--- config.mk ---
export PLATFORM = sky130hd
export DESIGN_NAME = dot_stream_ctrl
export DESIGN_NICKNAME = d
export VERILOG_FILES = /design/src/rtl/dot_stream_ctrl.sv
export SDC_FILE = /design/constraint.sdc
export NUM_CORES = 1
export LEC_CHECK = 0
export BUFFER_PORTS_ARGS = -buffer_cell sky130_fd_sc_hd__buf_4
export CAP_MARGIN = 20
export CELL_PAD_IN_SITES_DETAIL_PLACEMENT = 2
export CELL_PAD_IN_SITES_GLOBAL_PLACEMENT = 2
export CORE_AREA = 2 2 169 171
export CTS_CLUSTER_SIZE = 28
export DETAILED_ROUTE_END_ITERATION = 10
export DIE_AREA = 0 0 171 173
export GPL_TIMING_DRIVEN = 1
export PLACE_DENSITY_LB_ADDON = 0.1
export SKIP_LAST_GASP = 1
export SYNTH_ARGS = -nofsm -noshare
export SYNTH_HDL_FRONTEND = slang
export SYNTH_SLANG_ARGS = --single-unit
--- constraint.sdc ---
create_clock -name clk_i -period 2.7 [get_ports clk_i]
set_input_delay 0 -clock clk_i [delete_from_list [all_inputs] [get_ports clk_i]]
set_output_delay 0 -clock clk_i [all_outputs]
set_load 0.05 [all_outputs]
--- src/rtl/dot_stream_ctrl.sv ---
// dot_stream_ctrl
//   Front end for a two-lane multiply-add pipeline (C = A1*B1 + A2*B2, fixed
//   LAT-cycle latency). It accepts operand beats over valid/ready and drives
//   them into the pipeline. Returned C values are accumulated into one dot
//   product per vector, and the sum and beat count are presented on a
//   valid/ready output.
//
// Ports
//   clk_i, rst_ni                    clock, async active-low reset
//   in_valid_i / in_ready_o          operand beat handshake
//   in_a1_i..in_b2_i, in_last_i      operand pairs, end-of-vector marker
//   pipe_a1_o..pipe_b2_o             operands to the pipeline (zero when idle)
//   pipe_c_i                         pipeline result
//   out_valid_o / out_ready_i        result handshake
//   out_sum_o, out_count_o           dot product (mod 2^W), beat count (mod 2^CW)
module dot_stream_ctrl #(
  parameter int W   = 32,
  parameter int LAT = 2,
  parameter int CW  = 16
) (
  input  logic          clk_i,
  input  logic          rst_ni,
  input  logic          in_valid_i,
  output logic          in_ready_o,
  input  logic [W-1:0]  in_a1_i,
  input  logic [W-1:0]  in_b1_i,
  input  logic [W-1:0]  in_a2_i,
  input  logic [W-1:0]  in_b2_i,
  input  logic          in_last_i,
  output logic [W-1:0]  pipe_a1_o,
  output logic [W-1:0]  pipe_b1_o,
  output logic [W-1:0]  pipe_a2_o,
  output logic [W-1:0]  pipe_b2_o,
  input  logic [W-1:0]  pipe_c_i,
  output logic          out_valid_o,
  input  logic          out_ready_i,
  output logic [W-1:0]  out_sum_o,
  output logic [CW-1:0] out_count_o
);

  typedef enum logic [1:0] {
    ACCUM = 2'd0,
    DRAIN = 2'd1,
    HOLD  = 2'd2
  } state_e;

  state_e          state_q, state_d;
  logic [LAT-1:0]  sr_q, sr_d;     // beat in flight, aligned to pipe_c at [LAT-1]
  logic [LAT-1:0]  lt_q, lt_d;     // last-beat tag, parallel to sr
  logic [W-1:0]    acc_q, acc_d;
  logic [CW-1:0]   cnt_q, cnt_d;
  logic [W-1:0]    sum_q, sum_d;
  logic [CW-1:0]   count_q, count_d;
  logic            vld_q, vld_d;

  logic fire, done, take;

  assign fire = in_valid_i & in_ready_o;
  // Final C of the vector is on pipe_c this cycle.
  assign done = (state_q == DRAIN) & lt_q[LAT-1];
  assign take = vld_q & out_ready_i;

  // Operands are gated to zero when no beat is accepted, so the pipeline
  // samples them on the same edge that accepts the beat.
  assign pipe_a1_o = fire ? in_a1_i : '0;
  assign pipe_b1_o = fire ? in_b1_i : '0;
  assign pipe_a2_o = fire ? in_a2_i : '0;
  assign pipe_b2_o = fire ? in_b2_i : '0;

  assign out_valid_o = vld_q;
  assign out_sum_o   = sum_q;
  assign out_count_o = count_q;

  // ---------------- FSM: state register ----------------
  always_ff @(posedge clk_i or negedge rst_ni) begin
    if (!rst_ni) state_q <= ACCUM;
    else         state_q <= state_d;
  end

  // ---------------- FSM: next state ----------------
  always_comb begin
    state_d = state_q;
    unique case (state_q)
      ACCUM:   if (fire && in_last_i) state_d = DRAIN;
      DRAIN:   if (done)              state_d = HOLD;
      HOLD:    if (take)              state_d = ACCUM;
      default:                        state_d = ACCUM;
    endcase
  end

  // ---------------- FSM: outputs ----------------
  always_comb begin
    in_ready_o = (state_q == ACCUM);
  end

  // ---------------- datapath next state ----------------
  always_comb begin
    sr_d    = '0;
    lt_d    = '0;
    sr_d[0] = fire;
    lt_d[0] = fire & in_last_i;
    for (int i = 1; i < LAT; i++) begin
      sr_d[i] = sr_q[i-1];
      lt_d[i] = lt_q[i-1];
    end

    acc_d = acc_q;
    if (sr_q[LAT-1]) acc_d = acc_q + pipe_c_i;

    cnt_d = cnt_q;
    if (fire) cnt_d = cnt_q + CW'(1);

    sum_d   = sum_q;
    count_d = count_q;
    vld_d   = vld_q;
    if (take) vld_d = 1'b0;

    // The final C is folded into the published sum directly; the running
    // accumulator and counter restart for the next vector.
    if (done) begin
      sum_d   = acc_q + pipe_c_i;
      count_d = cnt_q;
      vld_d   = 1'b1;
      acc_d   = '0;
      cnt_d   = '0;
    end
  end

  always_ff @(posedge clk_i or negedge rst_ni) begin
    if (!rst_ni) begin
      sr_q    <= '0;
      lt_q    <= '0;
      acc_q   <= '0;
      cnt_q   <= '0;
      sum_q   <= '0;
      count_q <= '0;
      vld_q   <= 1'b0;
    end else begin
      sr_q    <= sr_d;
      lt_q    <= lt_d;
      acc_q   <= acc_d;
      cnt_q   <= cnt_d;
      sum_q   <= sum_d;
      count_q <= count_d;
      vld_q   <= vld_d;
    end
  end

endmodule

==> results.toml, run 1 <==
[clock_tree]
htreeDepth = 3
numCtsBuffers = 9
cts_buffer_depth = 2
clk_pin_slew_worst_paths_ns = 0.08
tritoncts = "built"
cts_root_buf = "clkbuf_16"
insertion_delay_ns = 0.37
cts_sinks = 103

[sta]
clock.fmax_mhz = 375
skew_ns = 0.0127
hold_viol = 0
maxSlewHeadroom = 0.317
setup_viol = 0
finalCritPeriodShare = 0.989
rsz0062_at_grt = "yes"
final_max_slew_viol_count = 0
worst_pin_slew_ns = 1.02
period_minus_slack_ns = 2.67

[setup_path]
path_delay_family = "compound AO/OA/AOI/OAI gates"
rr_startpoint = "acc_q[4]"
path_cells = "ha_4 > o211ai_4 > o211ai_2 > a31oi_4 > o41ai_4 > a31o_2 > nand3_2 > and4_4 > or3_1"
reg2regPathDepth = 9
rrSetupSlack_ns = 0.03
critical_path.max_stage_delay_ns = 0.44
path_max_fanout = 4
worstReg2RegEnd = "out_sum_o[29]"
worst-path-buf-inv = 0
worstSetupPathType = "flop to flop"
critPathLaunchType = "flop"
worstPathArrival_ns = 2.91
end_kind = "flop"
crit_required_ns = 2.94
worst_path_max_delay_cell = "o41ai_4"

[yosys]
synth_seq_cells = 103
synth_common_cells = "and3_1 (136), nand2_1 (117), dfrtp_1 (103), o21ai_0 (54), clkbuf_1 (48)"
synth_most_common_cell = "and3_1"
synth-main-ff-cell = "dfrtp_1"
post-synth-top-area-fraction = 0.375
yosys_warnings = 0
synth_seq_area_share = 0.375
syn_inst = 807
synth_nets = 1005
synth_edf_count = 0
synth_area_leaders = "dfrtp_1 (37%), and3_1 (12%), nand2_1 (6.4%), ha_1 (5.8%), o21ai_0 (3.9%)"
syn_area_um2 = 6880
avgSynthCellArea_um2 = 8.52
async_flop_share = 1.00
synth_cell_types = 61
yosysTopAreaCell = "dfrtp_1"

[worst_hold_path]
hp-start = "pipe_c_i[31]"
whs_path_depth = 4
hold_class = "input port to flop"
whs_endpoint = "out_sum_o[31]"

[global_routing]
grt_max_degree = 131
antenna_found_initial = 1
overflow = 0
track_usage = 0.202
grt_pass1_vias = 8060
grt_pass1_wl_um = 46600

[route]
routed_via_density = 4.83
ant_nets = 0
remaining_drc_errors = 0
vias = 7416
wl_per_cell_um = 19.9
first_pass_iters = 4
wirelength_um = 30600
drt_iter0_markers = 249

[floorplanning]
fp-row-count = 61
die_h_um = 173
core-area_um2 = 27600
start_util = 0.249
dieArea_um2 = 29600
num_io_pins = 343
die_w_um = 171

[layout]
area_delta_synth_final_pct = 57.0
fin_nets = 1350
postLayoutCellArea_um2 = 10800
drive_above_1_share = 0.407
instances_no_fill = 1536

[power]
p_leak_nw = 5.68
power_density_nw_per_um2 = 1230
peakVddDrop_mv = 0.548

[status]
status = "finished clean"

[placement]
port_buffers = 342
dpl.cell_count = 1503
routabilityCongestion = 0.876
dp_hpwl_um = 23900
placed_area_um2 = 9970

[run]
cap_violations = 0
==> layout make-up <==
cell class | instances | area, um^2
inverters | 23 | 86.3
well taps | 378 | 473
fillers | 3160 | 16800
clock buffers | 9 | 225
repair buffers | 394 | 2980
diodes | 1 | 2.50
clock inverters | 7 | 87.6
multi-input cells | 621 | 4360
flip-flops and latches | 103 | 2580
==> how the worst max path moves through the flow <==
stage,startpoint,end,slack [ns],depth (start not counted)
2_1_floorplan,acc_q[2],out_sum_o[29],0.28,9
3_3_place_gp,acc_q[9],acc_q[30],-0.01,9
3_5_place_dp,acc_q[9],out_sum_o[26],-0.22,9
4_1_cts,acc_q[4],out_sum_o[29],-0.05,9
5_1_grt,acc_q[4],out_sum_o[29],-0.10,9
6_report,acc_q[4],out_sum_o[29],0.03,9
==> layer usage <==
layer | routed length (um) | GRT usage | vias up
li1 | - | - | 3520
met1 | 12500 | 0.249 | 3644
met2 | 15500 | 0.349 | 219
met3 | 1880 | 0.0451 | 33
met4 | 715 | 0.0639 | 0
met5 | 0 | 0 | -
==> timing repair <==
action / in CTS / in global routing
pin swaps: 4 / 17
hold endpoints to repair: 45 / 0
cloned: 0 / 0
endpoints found under the setup margin: 17 / 33
hold buffers: 4 / 0
gates resized for setup: 12 / 51
setup buffers: 3 / 9
==> tightest hold or removal path: stages <==
cell and delay, ns:
buf_4 0.11, xnor2_1 0.07, xnor2_1 0.14, o21ai_0 0.07
==> state kept, by name (all words and copies together) (netlist names) <==
name / flops
out_valid_o: 1
sr_q: 2
lt_q: 2
acc_q: 32
cnt_q: 16
out_sum_o: 32
out_count_o: 16
state_q: 2
==> power breakdown <==
part           switching, mW  internal (mW)
registers              0.450           2.14
logic                   5.94           3.39
clock network          0.726          0.666
total                   7.12           6.19
==> layout by cell type (no fill, tap or decap), types with 3 or more instances in the layout <==
| master | instances |
|---|---|
| a31oi_1 | 5 |
| a311oi_2 | 3 |
| nor3b_1 | 3 |
| o211ai_1 | 3 |
| a21o_1 | 14 |
| or3_1 | 8 |
| xnor2_1 | 15 |
| o21bai_1 | 4 |
| clkinv_8 | 3 |
| a211oi_1 | 4 |
| mux2_2 | 3 |
| ha_2 | 3 |
| clkbuf_16 | 9 |
| xor2_1 | 18 |
| ha_1 | 17 |
| o21ai_1 | 8 |
| ha_4 | 12 |
| o21ai_0 | 48 |
| nor2_1 | 31 |
| nand2_1 | 116 |
| nor2b_1 | 6 |
| nor2_4 | 3 |
| a21oi_1 | 26 |
| nand3_1 | 13 |
| dfrtp_1 | 102 |
| o21a_1 | 3 |
| inv_1 | 23 |
| dlygate4sd3_1 | 4 |
| mux2i_1 | 20 |
| and2_1 | 15 |
| a21oi_2 | 6 |
| nor3_1 | 5 |
| nand3b_1 | 11 |
| buf_4 | 389 |
| nand4_1 | 10 |
| and3_1 | 136 |
==> through the flow <==
step / worst slack, ns / setup TNS [ns] / power [mW] / util / hold slack [ns]
finish: 0.0298 / 0 / 13.3 / 0.391 / 0.0712
global route: -0.102 / -0.298 / 14.2 / 0.391 / 0.127
CTS: -0.0510 / -0.0998 / 12.8 / 0.377 / 0.0688
detailed placement: -0.216 / -0.751 / 11.3 / 0.361 / 0.0475
global placement: -0.0136 / -0.0229 / 11.1 / 0.361 / 0.0477
floorplan: 0.278 / 0 / 8.41 / - / -0.296
==> cells by family (layout without fill, tap and decap cells) <==
group                      after synthesis  after routing  synth area share
and+or+nand+nor                        374            374             0.287
AOI/OAI and AO/OA                      152            152             0.142
DFF                                    103            103             0.375
buffers and inverters                   83            433            0.0491
xor gates and xnor gates                37             37            0.0471
adders and majority gates               33             33            0.0611
muxes                                   25             25            0.0379
other                                    0              1                 0
Power figures use the tool's default switching activity.
==> run 2, diff against run 1 <==
- CORE_AREA: 2 2 169 171 -> 2 2 121 240
- DIE_AREA: 0 0 171 173 -> 0 0 123 242
- clock period: 2.7 -> 2.5 ns (I/O delays scaled with it)
==> results.toml, run 2 (same netlist as run 1, synthesis figures left out) <==
[clock_tree]
insertion_delay_ns = 0.38
cts_sinks = 103
clk_pin_slew_worst_paths_ns = 0.08
numCtsBuffers = 9
cts_buffer_depth = 2
tritoncts = "built"
htreeDepth = 3
cts_root_buf = "clkbuf_16"

[global_routing]
grtUsageMet3 = 0.0596
grt_busiest_layer = "met2"
met2_usage = 0.431
grt_pass1_wl_um = 49400
use_met1 = 0.208
track_usage = 0.218
grt_max_degree = 131
overflow = 0
grt_pass1_vias = 8585
antenna_found_initial = 1

[sta]
final_max_slew_viol_count = 0
maxSlewHeadroom = 0.348
worst_pin_slew_ns = 0.978
finalCritPeriodShare = 1.05
timing.final.ws_setup_ns = -0.130
skew_ns = 0.0160
period_minus_slack_ns = 2.63
rsz0062_at_grt = "yes"
setup_viol = 14
hold_viol = 1
clock.fmax_mhz = 380
whs_ns = -0.00642

[route]
vias = 7720
first_pass_iters = 4
ant_nets = 0
remaining_drc_errors = 0
wl_per_cell_um = 21.0
wirelength_um = 32800
routed_via_density = 4.95
drt_iter0_markers = 232

[floorplanning]
die_h_um = 242
fp-row-count = 87
start_util = 0.245
die_w_um = 123
num_io_pins = 343
core-area_um2 = 28100
dieArea_um2 = 29800

[worst_hold_path]
hold_class = "input port to flop"
whs_endpoint = "out_sum_o[0]"
hp-start = "pipe_c_i[0]"
whs_path_depth = 4

[status]
violations = "negative hold slack, negative setup slack"
status = "complete, but fails checks"

[placement]
port_buffers = 342
dp_hpwl_um = 25500
dpl.cell_count = 1520
routabilityCongestion = 0.846

[power]
p_leak_nw = 6.01
power_density_nw_per_um2 = 1380
p_total_mw = 15.6
peakVddDrop_mv = 0.620

[layout]
area_delta_synth_final_pct = 65.2
layout_common_cells = "buf_4 (428), and3_1 (136), nand2_1 (115), dfrtp_1 (102), o21ai_0 (43)"
mostFrequentLayoutCell = "buf_4"
drive_above_1_share = 0.452
n_fill_cell = 3129
instances_no_fill = 1561
fin_nets = 1397

[setup_path]
rrSetupSlack_ns = -0.13
crit_start = "acc_q[0]"
worstPathArrival_ns = 2.90
path_max_fanout = 2
end_kind = "flop"
crit_required_ns = 2.77
worstReg2RegEnd = "acc_q[16]"
worstSetupPathType = "flop to flop"
critPathLaunchType = "flop"
rr_startpoint = "acc_q[0]"
reg2regPathDepth = 14

[run]
cap_violations = 0
[run 2: area by class of cell]
cell class                 instances  area (um^2)  area share
multi-input combinational        621         4580       0.403
timing repair buffer             441         3370       0.297
sequential                       103         2580       0.227
tap                              356          445      0.0392
clock buffer                      10          229      0.0202
inverter                          23         86.3     0.00760
clock inverter                     6         63.8     0.00562
antenna                            1         2.50    0.000220
[run 2: what timing repair did]
action / 4_1_cts / 5_1_grt
pin swaps: 36 / 21
setup endpoints to repair: 40 / 45
hold buffers: 3 / 0
gates resized for setup: 74 / 38
hold endpoints to repair: 51 / 0
setup buffers: 16 / 8
[run 2: layer usage]
layer / share of wire / vias to the layer above
met5: 0 / -
met4: 0.033 / 0
met3: 0.058 / 48
met2: 0.58 / 257
met1: 0.33 / 3804
li1: - / 3611
[run 2: worst max path at each step]
stage,to,cells after the start
final,acc_q[16],14
after global routing,acc_q[16],14
after CTS,out_sum_o[29],9
after detailed placement,acc_q[24],13
after global placement,acc_q[18],10
after floorplan,out_sum_o[29],9
[run 2: per-stage QoR]
stage           util  cell area (um^2)  worst slack (ns)  TNS, ns  hold WS, ns
6_report       0.405             11400            -0.130   -0.735     -0.00642
5_1_grt        0.405             11400            -0.233    -3.59      0.00864
4_1_cts        0.395             11100           -0.0889   -0.298       0.0139
3_5_place_dp   0.365             10200            -0.338    -6.20      -0.0138
3_3_place_gp   0.365             10200            -0.207    -3.29      -0.0164
2_1_floorplan      -              6880            0.0779        0       -0.296
[run 2: report_power, final]
part,internal (mW),leakage (nW),switching [mW],total [mW]
sequential,2.31,1.30,0.538,2.84
clock,0.708,0.140,0.753,1.46
combinational,4.41,4.57,6.91,11.3
[run 2: critical path, cell delays in order, from the launching register on]
cell and delay [ns]:
dfrtp_1 0.41, ha_4 0.18, fa_2 0.41, a21oi_2 0.18
o21ai_2 0.09, nand4_1 0.14, buf_4 0.12, buf_4 0.09
buf_4 0.09, buf_4 0.10, buf_4 0.09, nand3_2 0.10
xnor2_2 0.24, mux2i_1 0.10, and2_1 0.16
